### config.mk
export PLATFORM = sky130hd
export DESIGN_NAME = bitwise_unit_pipe
export DESIGN_NICKNAME = d
export VERILOG_FILES = /design/src/rtl/bitwise_pkg.sv /design/src/rtl/result_fifo.sv /design/src/rtl/bitwise_unit_pipe.sv
export SDC_FILE = /design/constraint.sdc
export NUM_CORES = 1
export LEC_CHECK = 0
export CORE_ASPECT_RATIO = 1.1
export CORE_UTILIZATION = 45
export CTS_BUF_LIST = sky130_fd_sc_hd__clkbuf_16
export DETAILED_ROUTE_END_ITERATION = 6
export GPL_TIMING_DRIVEN = 0
export PLACE_DENSITY = 0.78
export SYNTH_ARGS = -nofsm -noshare
export SYNTH_HDL_FRONTEND = slang
export SYNTH_SLANG_ARGS = --single-unit
### constraint.sdc
create_clock -name clk -period 1.6 [get_ports clk]
set_input_delay 0.32 -clock clk [delete_from_list [all_inputs] [get_ports clk]]
set_output_delay 0.32 -clock clk [all_outputs]
set_load 0.02 [all_outputs]
### src/rtl/bitwise_pkg.sv
// Op codes and per-bit evaluation shared by the bitwise unit.
// Latency: n/a (package, combinational helper only).
// Backpressure: n/a.
package bitwise_pkg;

  localparam int OP_W = 3;

  localparam logic [OP_W-1:0] OP_NOT  = 3'b000;
  localparam logic [OP_W-1:0] OP_AND  = 3'b001;
  localparam logic [OP_W-1:0] OP_OR   = 3'b010;
  localparam logic [OP_W-1:0] OP_XOR  = 3'b011;
  localparam logic [OP_W-1:0] OP_NAND = 3'b100;
  localparam logic [OP_W-1:0] OP_NOR  = 3'b101;
  localparam logic [OP_W-1:0] OP_XNOR = 3'b110;
  localparam logic [OP_W-1:0] OP_PASS = 3'b111;

  // One result bit from one bit of each operand; the datapath replicates it per bit.
  function automatic logic bit_op(input logic [OP_W-1:0] op, input logic a, input logic b);
    logic r;
    r = a;
    case (op)
      OP_NOT:  r = ~a;
      OP_AND:  r = a & b;
      OP_OR:   r = a | b;
      OP_XOR:  r = a ^ b;
      OP_NAND: r = ~(a & b);
      OP_NOR:  r = ~(a | b);
      OP_XNOR: r = ~(a ^ b);
      OP_PASS: r = a;
      default: r = a;
    endcase
    return r;
  endfunction

endpackage

### src/rtl/result_fifo.sv
// Generic DEPTH-entry FIFO holding DATA_W-bit results; storage cleared on reset.
// Latency: a write is visible at the read port one cycle later.
// Backpressure: wr_rdy = not full (independent of rd_rdy); reads ignored when empty.
module result_fifo #(
  parameter int DATA_W = 16,
  parameter int DEPTH  = 2
) (
  input  logic              clk,
  input  logic              rst_n,
  input  logic              wr_vld,
  output logic              wr_rdy,
  input  logic [DATA_W-1:0] wr_dat,
  output logic              rd_vld,
  input  logic              rd_rdy,
  output logic [DATA_W-1:0] rd_dat
);

  localparam int PTR_W = (DEPTH > 1) ? $clog2(DEPTH) : 1;
  localparam int CNT_W = PTR_W + 1;

  logic [DATA_W-1:0] mem [DEPTH];
  logic [PTR_W-1:0]  wr_ptr;
  logic [PTR_W-1:0]  rd_ptr;
  logic [CNT_W-1:0]  count;
  logic              push;
  logic              pop;

  assign wr_rdy = (count != CNT_W'(DEPTH));
  assign rd_vld = (count != '0);
  assign push   = wr_vld && wr_rdy;
  assign pop    = rd_vld && rd_rdy;
  assign rd_dat = mem[rd_ptr];

  // DEPTH is a power of two, so natural pointer overflow gives the wrap to 0.
  always_ff @(posedge clk or negedge rst_n) begin
    if (!rst_n) begin
      wr_ptr <= '0;
      rd_ptr <= '0;
      count  <= '0;
      for (int i = 0; i < DEPTH; i++) begin
        mem[i] <= '0;
      end
    end else begin
      if (push) begin
        mem[wr_ptr] <= wr_dat;
        wr_ptr      <= wr_ptr + 1'b1;
      end
      if (pop) begin
        rd_ptr <= rd_ptr + 1'b1;
      end
      case ({push, pop})
        2'b10:   count <= count + 1'b1;
        2'b01:   count <= count - 1'b1;
        default: count <= count;
      endcase
    end
  end

endmodule

### src/rtl/bitwise_unit_pipe.sv
// Pipelined bitwise unit (8 ops) feeding a result FIFO; zr/ng flags with BITWISE_UNIT_PIPE_OUT_FLAGS_EN.
// Latency: 1 cycle from operand accept to out_data; no combinational in-to-out path.
// Backpressure: in_ready drops only when the FIFO is full; no pass-through on pop.
module bitwise_unit_pipe
  import bitwise_pkg::*;
#(
  parameter int WIDTH = 16,
  parameter int DEPTH = 2
) (
  input  logic             clk,
  input  logic             rst_n,
  input  logic             in_valid,
  output logic             in_ready,
  input  logic [OP_W-1:0]  in_op,
  input  logic [WIDTH-1:0] in_a,
  input  logic [WIDTH-1:0] in_b,
  output logic             out_valid,
  input  logic             out_ready,
  output logic [WIDTH-1:0] out_data
`ifdef BITWISE_UNIT_PIPE_OUT_FLAGS_EN
  ,
  output logic             out_zr,
  output logic             out_ng
`endif
);

  logic [WIDTH-1:0] res;

  always_comb begin
    res = '0;
    for (int i = 0; i < WIDTH; i++) begin
      res[i] = bit_op(in_op, in_a[i], in_b[i]);
    end
  end

`ifdef BITWISE_UNIT_PIPE_OUT_FLAGS_EN
  localparam int DATA_W = WIDTH + 2;
`else
  localparam int DATA_W = WIDTH;
`endif

  logic [DATA_W-1:0] wr_dat;
  logic [DATA_W-1:0] rd_dat;

  // Flags are computed at push time so the head entry carries them ready-made.
`ifdef BITWISE_UNIT_PIPE_OUT_FLAGS_EN
  assign wr_dat   = {(res == '0), res[WIDTH-1], res};
  assign out_data = rd_dat[WIDTH-1:0];
  assign out_ng   = rd_dat[WIDTH];
  assign out_zr   = rd_dat[WIDTH+1];
`else
  assign wr_dat   = res;
  assign out_data = rd_dat;
`endif

  result_fifo #(
    .DATA_W (DATA_W),
    .DEPTH  (DEPTH)
  ) u_fifo (
    .clk    (clk),
    .rst_n  (rst_n),
    .wr_vld (in_valid),
    .wr_rdy (in_ready),
    .wr_dat (wr_dat),
    .rd_vld (out_valid),
    .rd_rdy (out_ready),
    .rd_dat (rd_dat)
  );

endmodule
==> impl_metrics.csv <==
group,metric,value,unit
run_status,outcome,"finished, violations left",
run_status,violations,"negative setup slack",
global_route,antenna_found_initial,0,
timing,slew_headroom,48.0,%
timing,worst_slack,-0.135,ns
floorplanning,io_pins,57,
placement,portBuffers,55,
global_route,grt-ovfl-total,0,
clocking,clkSinkCount,36,
timing,slew_violations,0,
synthesis,synthTopCellsByArea,"dfrtp_1 (28%), mux2_2 (16%), ha_1 (13%)",
routing,wl_per_cell,18.7,µm
synthesis,mappedNetlistNets,420,
timing,setup_tns,-1.53,ns
floorplanning,die_x,82.2,µm
routing,drt-initial-drc-count,129,
synthesis,synth_flop_cell,"dfrtp_1",
timing,timing.fmax,0.576,GHz
clocking,cts_max_level,2,
synthesis,syn_area,3190,µm²
final_layout,diodes,0,
critical_path,cp.arrival,1.42,ns
timing,tightest_slew,0.780,ns
critical_path,timing.rr.end,"u_fifo.count[1]",
final_layout,fin_util,67.2,%
critical_path,setup.worst_path.class,"register to output pin",
placement,dp_hpwl,5860,µm
critical_path,end_kind,"output pin",
routing,firstDrtPassIters,6,
pwr,p_leak,2.06,nW
critical_path,timing.rr.start,"u_fifo.count[0]",
global_route,grt_pass1_vias,2915,
critical_path,crit_path_max_fanout,5,
critical_path,ff2ff_setup_slack,0.06,ns
synthesis,synthTopCellsByCount,"mux2_2 (45), inv_1 (44), dfrtp_1 (36)",
flow_run,cap_violations,0,
synthesis,yosysMostFrequentCell,"mux2_2",
pwr,ir_drop,0.00120,V
critical_path,r2r_cells,6,
clocking,cts.reportedPaths.clkPinSlew,0.05,ns
critical_path,crit_required,1.28,ns
routing,wirelength,9540,µm
placement,globalplace.congestion,0.828,
pwr,pwr_density_cell,1480,nW/µm²
routing,vias,3132,
synthesis,syn_inst,348,
synthesis,synth-seq-cells,36,
clocking,cts_tree,"built",
synthesis,synth-warning-count,0,
pwr,power,6.67,mW
final_layout,drive_gt1_share,44.3,%
final_layout,fillerInstances,522,
floorplanning,dieArea,7420,µm²
synthesis,yosysSeqAreaShare,28.3,%
routing,via_per_inst,6.13,
floorplanning,initial_core_util,47.5,%
floorplanning,core-area,6710,µm²
timing,post-route-period-util,108,%
synthesis,yosys.area.top_type,"dfrtp_1",
global_route,grt_first_pass_wirelength,14600,µm
final_layout,syn_to_final_growth,41.5,%
final_layout,nets,500,
global_route,grt_usage,25.4,%
clocking,numCtsBuffers,5,
timing,setup_viol,17,
synthesis,synth_top_area_share,28.3,%
min_path,hold_class,"input port to asynchronous set/reset pin",
synthesis,async_flop_share,100,%
global_route,grt_start_max_net_pins,37,
clocking,root_buffer,"clkbuf_16",
floorplanning,die_h,90.2,µm
critical_path,critPathLaunchType,"register",
timing,fin_crit,1.74,ns
synthesis,synth.distinct_cells,45,
routing,antenna_left,0,
floorplanning,core.rowCount,31,
final_layout,multi_input_area,2370,µm²
synthesis,synth_edf_count,0,
clocking,ctsLongestPathBuffers,2,
timing,finalClockSkew,0.00360,ns
timing,final_hold_viol_count,0,
synthesis,syn_area_per_cell,9.15,µm²
final_layout,seqCellArea,901,µm²
routing,drc,0,
clocking,clock_latency,0.27,ns
timing,grt_setup_unrepaired,"true",
-- timing repair --
action | in CTS | in global routing
gates resized for setup | 191 | 73
gates cloned | 3 | 0
setup buffers | 5 | 10
endpoints found under the setup margin | 51 | 51
pin swaps | 22 | 10
hold buffers | 0 | 0
-- report_power, final --
group | leakage (nW) | switching (mW) | internal [mW]
Clock | 0.0738 | 0.337 | 0.559
Sequential | 0.421 | 0.285 | 1.39
Combinational | 1.57 | 1.82 | 2.28
-- sequential cells by signal (all words and copies together), names as in the netlist --
signal,cells
u_fifo.count,2
u_fifo.mem,32
u_fifo.rd_ptr,1
u_fifo.wr_ptr,1
-- worst max-delay path by stage --
stage / startpoint / end / slack [ns] / depth (start not counted)
final: u_fifo.rd_ptr / out_data[5] / -0.14 / 4
after global routing: u_fifo.rd_ptr / out_data[5] / -0.17 / 4
after CTS: u_fifo.rd_ptr / out_data[7] / -0.19 / 4
after detailed placement: in_op[2] / u_fifo.mem[31] / -0.74 / 6
after global placement: in_op[2] / u_fifo.mem[31] / -0.69 / 6
after floorplan: u_fifo.count[1] / u_fifo.count[1] / 0.003 / 5
-- worst max-delay path: stages, from the launching register on --
cell	delay, ns
dfrtp_1	0.39
buf_6	0.15
buf_8	0.14
mux2_4	0.32
buf_6	0.14
-- layout make-up --
| class | count | area share, % |
|---|---|---|
| multi-input combinational | 241 | 52.5 |
| sequential | 36 | 20.0 |
| timing repair buffer | 73 | 13.7 |
| buffer | 25 | 4.66 |
| inverter | 46 | 3.83 |
| clock buffer | 5 | 2.78 |
| tap | 82 | 2.28 |
| clock inverter | 3 | 0.250 |
-- layout by cell type, fill, tap and decap left out, types with 13 or more instances in the layout --
| cell | count |
|---|---|
| dlygate4sd2_1 | 17 |
| buf_6 | 22 |
| clkbuf_2 | 16 |
| buf_2 | 14 |
| nand2_1 | 14 |
| mux2_2 | 25 |
| dfrtp_1 | 36 |
| nor2_1 | 22 |
| inv_2 | 13 |
| ha_1 | 21 |
| mux2_4 | 20 |
| a21oi_1 | 16 |
| inv_1 | 35 |
| buf_4 | 16 |
-- per-stage QoR --
step	hold WS (ns)	worst slack (ns)	instances	cell area (µm²)
after floorplan	0.0244	0.00293	348	3190
after global placement	0.477	-0.694	485	3840
after detailed placement	0.447	-0.739	485	3830
after CTS	0.160	-0.192	501	4330
after global routing	0.188	-0.171	511	4510
final	0.125	-0.135	511	4510
-- per-layer routing --
layer  vias up  routed length [µm]  global-route usage, %
li1       1420                   -                      -
met1      1523                3930                   35.1
met2       156                4660                   39.6
met3        33                 595                   3.25
met4         0                 351                   10.1
met5         -                   0                      0
-- kinds of logic after synthesis --
family	after synthesis	share of synthesized area, %
AOI/OAI and AO/OA	96	21.9
xor gates and xnor gates	5	1.37
adders and majority gates	33	13.0
buffers and inverters	71	10.4
DFF	36	28.3
muxes	45	15.9
and+or+nand+nor	62	9.19
(Power assumes the default switching activity.)
